`config.mk`:
```
export PLATFORM = sky130hd
export DESIGN_NAME = player_input_conditioner
export DESIGN_NICKNAME = d
export VERILOG_FILES = /design/src/rtl/tankwar_pkg.sv /design/src/rtl/player_input_conditioner_debouncer.sv /design/src/rtl/player_input_conditioner.sv
export SDC_FILE = /design/constraint.sdc
export NUM_CORES = 1
export LEC_CHECK = 0
export ABC_AREA = 0
export CAP_MARGIN = 40
export CORE_ASPECT_RATIO = 2
export CORE_MARGIN = 2
export CORE_UTILIZATION = 57
export CTS_CLUSTER_DIAMETER = 60
export CTS_CLUSTER_SIZE = 14
export DETAILED_ROUTE_END_ITERATION = 16
export GPL_ROUTABILITY_DRIVEN = 0
export PLACE_DENSITY = 0.83
export SETUP_SLACK_MARGIN = 0.15
export SYNTH_ARGS = -nofsm -noshare
export SYNTH_HDL_FRONTEND = slang
export SYNTH_HIERARCHICAL = 1
export SYNTH_SLANG_ARGS = --single-unit
```
`constraint.sdc`:
```
create_clock -name clk -period 2.03 [get_ports clk]
set_input_delay 0.5075 -clock clk [delete_from_list [all_inputs] [get_ports clk]]
set_output_delay 0.5075 -clock clk [all_outputs]
set_load 0.1 [all_outputs]
```
`src/rtl/tankwar_pkg.sv`:
```
// Shared definitions for the player input path.
// Bit indices of the packed button vectors {fire,right,left,down,up}, the
// resolved-direction encoding, and helpers that map between the two.
package tankwar_pkg;

  localparam int BTN_UP    = 0;
  localparam int BTN_DOWN  = 1;
  localparam int BTN_LEFT  = 2;
  localparam int BTN_RIGHT = 3;
  localparam int BTN_FIRE  = 4;

  typedef enum logic [2:0] {DIR_NONE, DIR_UP, DIR_DOWN, DIR_LEFT, DIR_RIGHT} dir_t;

  // Highest-priority held direction: up > down > left > right.
  function automatic dir_t prio_dir(input logic [3:0] held);
    if (held[BTN_UP])         return DIR_UP;
    else if (held[BTN_DOWN])  return DIR_DOWN;
    else if (held[BTN_LEFT])  return DIR_LEFT;
    else if (held[BTN_RIGHT]) return DIR_RIGHT;
    else                      return DIR_NONE;
  endfunction

  function automatic logic [3:0] dir_onehot(input dir_t d);
    logic [3:0] oh;
    oh = 4'b0;
    case (d)
      DIR_UP:    oh[BTN_UP]    = 1'b1;
      DIR_DOWN:  oh[BTN_DOWN]  = 1'b1;
      DIR_LEFT:  oh[BTN_LEFT]  = 1'b1;
      DIR_RIGHT: oh[BTN_RIGHT] = 1'b1;
      default:   oh = 4'b0;
    endcase
    return oh;
  endfunction

endpackage

```
`src/rtl/player_input_conditioner_debouncer.sv`:
```
// button_debouncer: one asynchronous raw button bit in, one debounced level out.
//   clk, clrn : clock, synchronous active-low reset
//   btn_i     : raw asynchronous button
//   level_o   : debounced level; changes only after DEBOUNCE_CYCLES
//               consecutive cycles of disagreement with the current level
module button_debouncer #(
  parameter int DEBOUNCE_CYCLES = 250000
) (
  input  logic clk,
  input  logic clrn,
  input  logic btn_i,
  output logic level_o
);

  localparam int CW = $clog2(DEBOUNCE_CYCLES + 1);

  logic          sync1_q, sync2_q;
  logic          stable_q, stable_d;
  logic [CW-1:0] cnt_q, cnt_d, cnt_inc;

  always_comb begin
    cnt_inc  = cnt_q + CW'(1);
    stable_d = stable_q;
    cnt_d    = '0;
    if (sync2_q != stable_q) begin
      if (cnt_inc == CW'(DEBOUNCE_CYCLES)) stable_d = sync2_q;
      else                                 cnt_d    = cnt_inc;
    end
  end

  always_ff @(posedge clk) begin
    if (!clrn) begin
      sync1_q  <= 1'b0;
      sync2_q  <= 1'b0;
      stable_q <= 1'b0;
      cnt_q    <= '0;
    end else begin
      sync1_q  <= btn_i;
      sync2_q  <= sync1_q;
      stable_q <= stable_d;
      cnt_q    <= cnt_d;
    end
  end

  assign level_o = stable_q;

endmodule

```
`src/rtl/player_input_conditioner.sv`:
```
// player_input_conditioner: board buttons -> game_engine control inputs.
//   clk, clrn   : clock, synchronous active-low reset
//   frame_tick  : one-cycle pulse per video frame (drives fire cooldown)
//   game_on     : gates the conditioned outputs and fire edges
//   btn_p*_i    : raw buttons {fire,right,left,down,up}
//   p*_ctrl_o   : registered {fire pulse, one-hot direction}
module player_input_conditioner
  import tankwar_pkg::*;
#(
  parameter int DEBOUNCE_CYCLES = 250000,
  parameter int FIRE_COOLDOWN   = 8
) (
  input  logic       clk,
  input  logic       clrn,
  input  logic       frame_tick,
  input  logic       game_on,
  input  logic [4:0] btn_p1_i,
  input  logic [4:0] btn_p2_i,
  output logic [4:0] p1_ctrl_o,
  output logic [4:0] p2_ctrl_o
);

  localparam int NUM_PLAYERS = 2;
  localparam int NUM_BTNS    = 5;
  // Keep the cooldown counter at least one bit wide when the limit is disabled.
  localparam int CD_W = (FIRE_COOLDOWN < 1) ? 1 : $clog2(FIRE_COOLDOWN + 1);

  logic [NUM_PLAYERS-1:0][NUM_BTNS-1:0] btn_raw, btn_db, ctrl;

  assign btn_raw = {btn_p2_i, btn_p1_i};

  for (genvar p = 0; p < NUM_PLAYERS; p++) begin : g_player
    for (genvar b = 0; b < NUM_BTNS; b++) begin : g_btn
      button_debouncer #(.DEBOUNCE_CYCLES(DEBOUNCE_CYCLES)) u_db (
        .clk     (clk),
        .clrn    (clrn),
        .btn_i   (btn_raw[p][b]),
        .level_o (btn_db[p][b])
      );
    end

    dir_t            act_q, act_d;
    logic [3:0]      dir_q, dir_d;
    logic            fire_prev_q, pulse_q, pulse_d;
    logic [CD_W-1:0] cd_q, cd_d;

    always_comb begin
      // The active direction holds until released; other presses only
      // matter as fallback, and from idle the priority order picks one.
      act_d = act_q;
      if ((dir_onehot(act_q) & btn_db[p][3:0]) == 4'b0)
        act_d = prio_dir(btn_db[p][3:0]);
      dir_d = game_on ? dir_onehot(act_d) : 4'b0;

      // Edge-only: a fire held while gated or cooling down never fires later.
      pulse_d = game_on && btn_db[p][BTN_FIRE] && !fire_prev_q && (cd_q == '0);
      cd_d    = cd_q;
      if (pulse_d)                         cd_d = CD_W'(FIRE_COOLDOWN);
      else if (frame_tick && cd_q != '0)   cd_d = cd_q - CD_W'(1);
    end

    always_ff @(posedge clk) begin
      if (!clrn) begin
        act_q       <= DIR_NONE;
        dir_q       <= 4'b0;
        fire_prev_q <= 1'b0;
        pulse_q     <= 1'b0;
        cd_q        <= '0;
      end else begin
        act_q       <= act_d;
        dir_q       <= dir_d;
        fire_prev_q <= btn_db[p][BTN_FIRE];
        pulse_q     <= pulse_d;
        cd_q        <= cd_d;
      end
    end

    assign ctrl[p] = {pulse_q, dir_q};
  end

  assign p1_ctrl_o = ctrl[0];
  assign p2_ctrl_o = ctrl[1];

endmodule

```
* Yosys cells after proc, flatten, opt, wreduce, memory -nomap -nowiden *
Cells that the tools add are included.

operators by class
  add/subtract/negate cells = 12
  multipliers = 0
  divide/modulo/power cells = 0
  $lt $le $gt $ge = 0
  equal/unequal tests = 36
  shifts and indexed selects = 0
  muxes and demuxes = 30
  bitwise gates (word level) = 13
  reductions and logical operators = 41

operators with widths
  cell                     number
  $add A18 B1 Y18 const B  10
  $eq A18 B18 Y1 const B   10
  $mux W3                  10
  $reduce_or A3 Y1         10
  $eq A3 B2 Y1 const B     8
  $reduce_and A2 Y1        11
  $logic_not A4 Y1         4
  $mux W1                  16
  $mux W4                  4
  $eq A3 B1 Y1 const B     4
  $eq A3 B3 Y1 const B     4
  $not A1 Y1               11
  $ne A1 B1 Y1             10
  $and A4 B4 Y4            2
  $logic_and A1 B1 Y1      8
  $reduce_bool A4 Y1       2
  $sub A4 B1 Y4 const B    2
  $reduce_bool A2 Y1       2
  $reduce_or A2 Y1         2
  $logic_not A1 Y1         2

word-level totals
  register bits after elaboration = 236
  latch bits = 0
  memory bits (writable) = 0
  ROM bits = 0
  logic and storage cells = 184
  memories = 0

* Depth between registers and ports, before layout *
  word-level depth = 7
  depth in mapped cells = 9
  mapped depth without buffers = 7

* Hierarchy *
Netlist, hierarchy kept.

modules (own cells, without submodules)
  module                    times used  cells an instance  area an instance (um^2)
  button_debouncer          10          124                1,106.1
  player_input_conditioner  1           130                1,177.4

* Worst setup path after synthesis *
No wires, ideal clock.

  path type = register to register
  start = register g_player[0].g_btn[0].u_db.cnt_q[0]
  end = register g_player[0].g_btn[0].u_db.cnt_q[0]
  setup time = 0.121 ns
  data arrival time = 2.065 ns
  slack = -0.156 ns
  cell stages (with the launch flop) = 9
  buffers on the path = 1
  clock period less this slack = 2.186 ns
  path through = dfxtp_1 > ha_1 > nand4_1 > or3_1 > nor4_2 > o2111ai_2 > o31ai_4 > buf_6 > nor2_1

between the ends
  longest elaborated chain between the ends = 3

RTL lines
  item                        line                                      RTL
  from (decl)                 player_input_conditioner_debouncer.sv:19  logic [CW-1:0] cnt_q, cnt_d, cnt_inc;
  from (signal assigned)      player_input_conditioner_debouncer.sv:41  cnt_q <= cnt_d;
  $add A18 B1 Y18 *           player_input_conditioner_debouncer.sv:22  cnt_inc = cnt_q + CW'(1);
  $eq A18 B18 Y1              player_input_conditioner_debouncer.sv:26  if (cnt_inc == CW'(DEBOUNCE_CYCLES)) stable_d = sync2_q;
  $reduce_or A3 Y1 (no line)  -

Mark *: on every way between the ends. The rest lies on a longest branch, timed or not.
A chain may end at the register's enable or synchronous reset.

* Worst setup path after layout *
  start = register g_player[1].g_btn[3].u_db.cnt_q[0]
  end = register g_player[1].g_btn[3].u_db.cnt_q[9]

between the ends
  longest elaborated chain between the ends = 3

RTL lines
  item                        line
  from (decl)                 player_input_conditioner_debouncer.sv:19
  from (signal assigned)      player_input_conditioner_debouncer.sv:41
  $add A18 B1 Y18 *           player_input_conditioner_debouncer.sv:22
  $eq A18 B18 Y1              player_input_conditioner_debouncer.sv:26
  $reduce_or A3 Y1 (no line)  -

Marks and branches as above.

==> results.md <==
* CP Launch Type: register
* Synth area leader: dfxtp_1
* Post-Syn Area at 12,240 um^2
* Register area at 4867 um^2
* Required @ worst endpoint at 2.44 ns
* Mux cell area share after synthesis at 0.4396%
* Top post-synthesis cells by area: dfxtp_1 (39%), nor2_1 (7.0%), xor2_1 (6.4%)
* Simple-gate share of the synthesized area at 33.66%
* CTS tree: done
* Worst-margin pin slew at 0.8454 ns
* Final net count at 1,772
* Max cap viols at 0
* Fillers at 988
* First-pass GRT wire length at 61,910 um
* Die area at 22,730 um^2
* Clk root buf: clkbuf_16
* Placed Area at 14,970 um^2
* Final setup fails at 167
* Rows at 75
* Setup slack after layout at -0.6846 ns
* Post-cts hold buffer count at 0
* Number of flops mapped to enable cells by yosys at 0
* Grt met2 use at 64.28%
* Initial antenna violation count at 0
* Leak Pwr at 6.364 nW
* Post-route cell area at 17,540 um^2
* GRT overflow at 0
* M1 GR Usage at 30.89%
* Cts bufs inserted at 20
* Ys flop type: dfxtp_1
* Min Tclk post-route at 2.715 ns
* Power Density at 511.5 nW/um^2
* Drt wl/cell at 24.19 um
* Combinational family with the most area after synthesis: simple AND/OR/NAND/NOR gates
* Area fraction in compound gates after synthesis at 10.36%
* Port bufs at 23
* Synth top area share at 38.61%
* Vias in the first global route at 13,102
* DRT iter0 DRCs at 1,503
* Worst path arrival time at 3.13 ns
* Worst hold margin at 0.4405 ns
* Instance count of the mapped netlist at 1,370
* Synthesized area per cell at 8.933 um^2
* Initial Util at 58.22%
* Sequential fraction of the synthesis area at 38.61%
* Setup TNS at -58.81 ns
* Adder-cell share of the synthesized area at 1.431%
* Worst stage delay on the critical path at 0.51 ns
* Yosys warning count at 6
* Clock skew at 0.01318 ns
* GR peak layer: met2
* CTS Buffer Depth at 3
* N_diodes at 0
* Pin count of the biggest net entering global routing at 50
* Chip height at 211.2 um
* Drt pass-1 iters at 9
* Final HPWL DP at 22,450 um
* Die width at 107.6 um
* Worst-skew pair later-pin latency at 0.51 ns
* Synth Register Bits at 236
* Met3 GRT Util at 5.122%
* Hold Path Class: reg -> reg
* Layout area overhead at 43.33%
* Total clock sinks at 236
* Worst path cell trace: nand4_1 > o31a_1 > nor4_4 > o2111ai_2 > o31ai_4 > buf_4 > o21ba_4
* Failing checks: setup timing
* Drt total wl at 48,710 um
* Gr usage total at 33.35%
* Final ANT Viol Nets at 0
* Endpoints failing hold at 0
* Slowest cell on crit path: nor4_4
* IO Pins at 24
* Via-to-Cell Ratio at 6.702
* Max Fclk at 368.4 MHz
* Leading cell type in the layout, fill and taps excluded: buf_4
* Synth Area in XOR/XNOR at 11.59%
* Final Cycle Share at 133.7%
* H-Tree Depth at 1
* CTS clk-pin slew, worst paths at 0.07 ns
* RSZ-0062 raised after global routing: true
* CORE AREA at 21,020 um^2
* Slew Viols, Final at 0
* Normalized max-slew margin at 43.21%
* Async set-reset flop share out of synthesis at 0%
* CP Capture Type: register
* Status: finished, violations left
* Worst vdd rail ir drop at 0.7032 mV
* Critical path class: reg -> reg
* Via count at 13,498
* Post-synthesis net count at 1,398
* CP Max Fanout at 4
* Share of cells above drive strength 1 at 43.84%
* Distinct cell type count after synthesis at 46
* Area taken by multi-input logic gates at 8330 um^2
* Commonest non-fill, non-tap cells in the layout: buf_4 (331), dfxtp_1 (166), nor2_1 (118)
* Drt drc at 0
-- repair_timing --
item / in CTS / in global routing
gates cloned: 5 / 1
buffers inserted: 44 / 30
setup endpoints to repair: 170 / 170
pin swaps: 73 / 55
gates resized for setup: 162 / 186
-- cells in the mapped netlist (12+ instances only) --
library cell and n:
nor2_1 229, o21a_1 12, and3_1 33, xnor2_1 72, nor2b_1 14, or3_1 20
nor4b_1 13, and3b_1 30, ha_1 14, o31a_1 20, and2_1 23, nor3_1 35
o21ba_2 12, nand2_1 95, inv_1 45, nor4_1 22, nand4_1 100, nand3_1 30
and4_1 40, a21oi_1 27, buf_4 12, dfxtp_1 236, buf_2 20, xor2_1 90
nor3_2 14
-- layout make-up --
| cell class | instances | share of cell area, % |
|---|---|---|
| Sequential cell | 236 | 27.75 |
| Timing Repair Buffer | 395 | 18.80 |
| Clock buffer | 23 | 3.039 |
| Inverter | 46 | 1.006 |
| Tap cell | 269 | 1.919 |
| Multi-Input combinational cell | 1045 | 47.49 |
-- cells by family (layout without fill, tap and decap cells) --
group           after synthesis  count (layout)
simple gates                737             737
compound gates              127             127
mux                           5               5
buf+inv                      89             464
flops                       236             236
fa+ha+maj                    14              14
xor+xnor                    162             162
-- worst paths after layout --
kind,cells after the start,slack (ns),to,from
worst min-delay path,1,0.44,g_player[1].g_btn[3].u_db/sync2_q,g_player[1].g_btn[3].u_db/sync1_q
worst max-delay path,7,-0.68,g_player[1].g_btn[3].u_db/cnt_q[9],g_player[1].g_btn[3].u_db/cnt_q[0]
worst min register to register,1,0.44,g_player[1].g_btn[3].u_db/sync2_q,g_player[1].g_btn[3].u_db/sync1_q
worst max register to register,7,-0.68,g_player[1].g_btn[3].u_db/cnt_q[9],g_player[1].g_btn[3].u_db/cnt_q[0]
-- per-stage QoR --
| stage | setup WS (ns) | util [%] | power, W | instances |
|---|---|---|---|---|
| detailed placement | -0.2092 | 71.23 | 0.005307 | 1911 |
| floorplan | 0.01043 | - | 0.005155 | 1370 |
| finish | -0.6846 | 83.45 | 0.008973 | 2014 |
| global route | -0.7482 | 83.45 | 0.009151 | 2014 |
| CTS | -0.1403 | 79.02 | 0.008773 | 1983 |
| global placement | -0.1398 | 71.23 | 0.005271 | 1911 |
-- critical path, delay by kind of cell, from the launching register on --
family / cells / cell delay, ns
and+or+nand+nor: 2 / 0.77
buffers and inverters: 1 / 0.19
DFF: 1 / 0.39
AOI/OAI and AO/OA: 4 / 1.25
-- registers in the layout, indices dropped and copies added, names as in the netlist --
register                     cells
g_player.g_btn.u_db/cnt_q      180
g_player.g_btn.u_db/level_o     10
g_player.fire_prev_q             2
g_player.g_btn.u_db/sync2_q     10
g_player.dir_q                   8
g_player.act_q                   6
g_player.cd_q                    8
g_player.g_btn.u_db/sync1_q     10
g_player.pulse_q                 2
-- power breakdown --
part | internal, W | switching (W) | total [W]
sequential | 0.00467 | 0.0000686 | 0.00474
combinational | 0.000264 | 0.000368 | 0.000632
clock | 0.00184 | 0.00176 | 0.00360
total | 0.00677 | 0.00220 | 0.00897
-- metal layers --
| layer | share of wire [%] | wire length [um] | vias up |
|---|---|---|---|
| li1 | - | - | 5664 |
| met2 | 51 | 24610 | 1027 |
| met5 | 0 | 0 | - |
| met3 | 8.1 | 3928 | 484 |
| met1 | 31 | 14960 | 6323 |
| met4 | 11 | 5213 | 0 |
(Power assumes the default switching activity.)
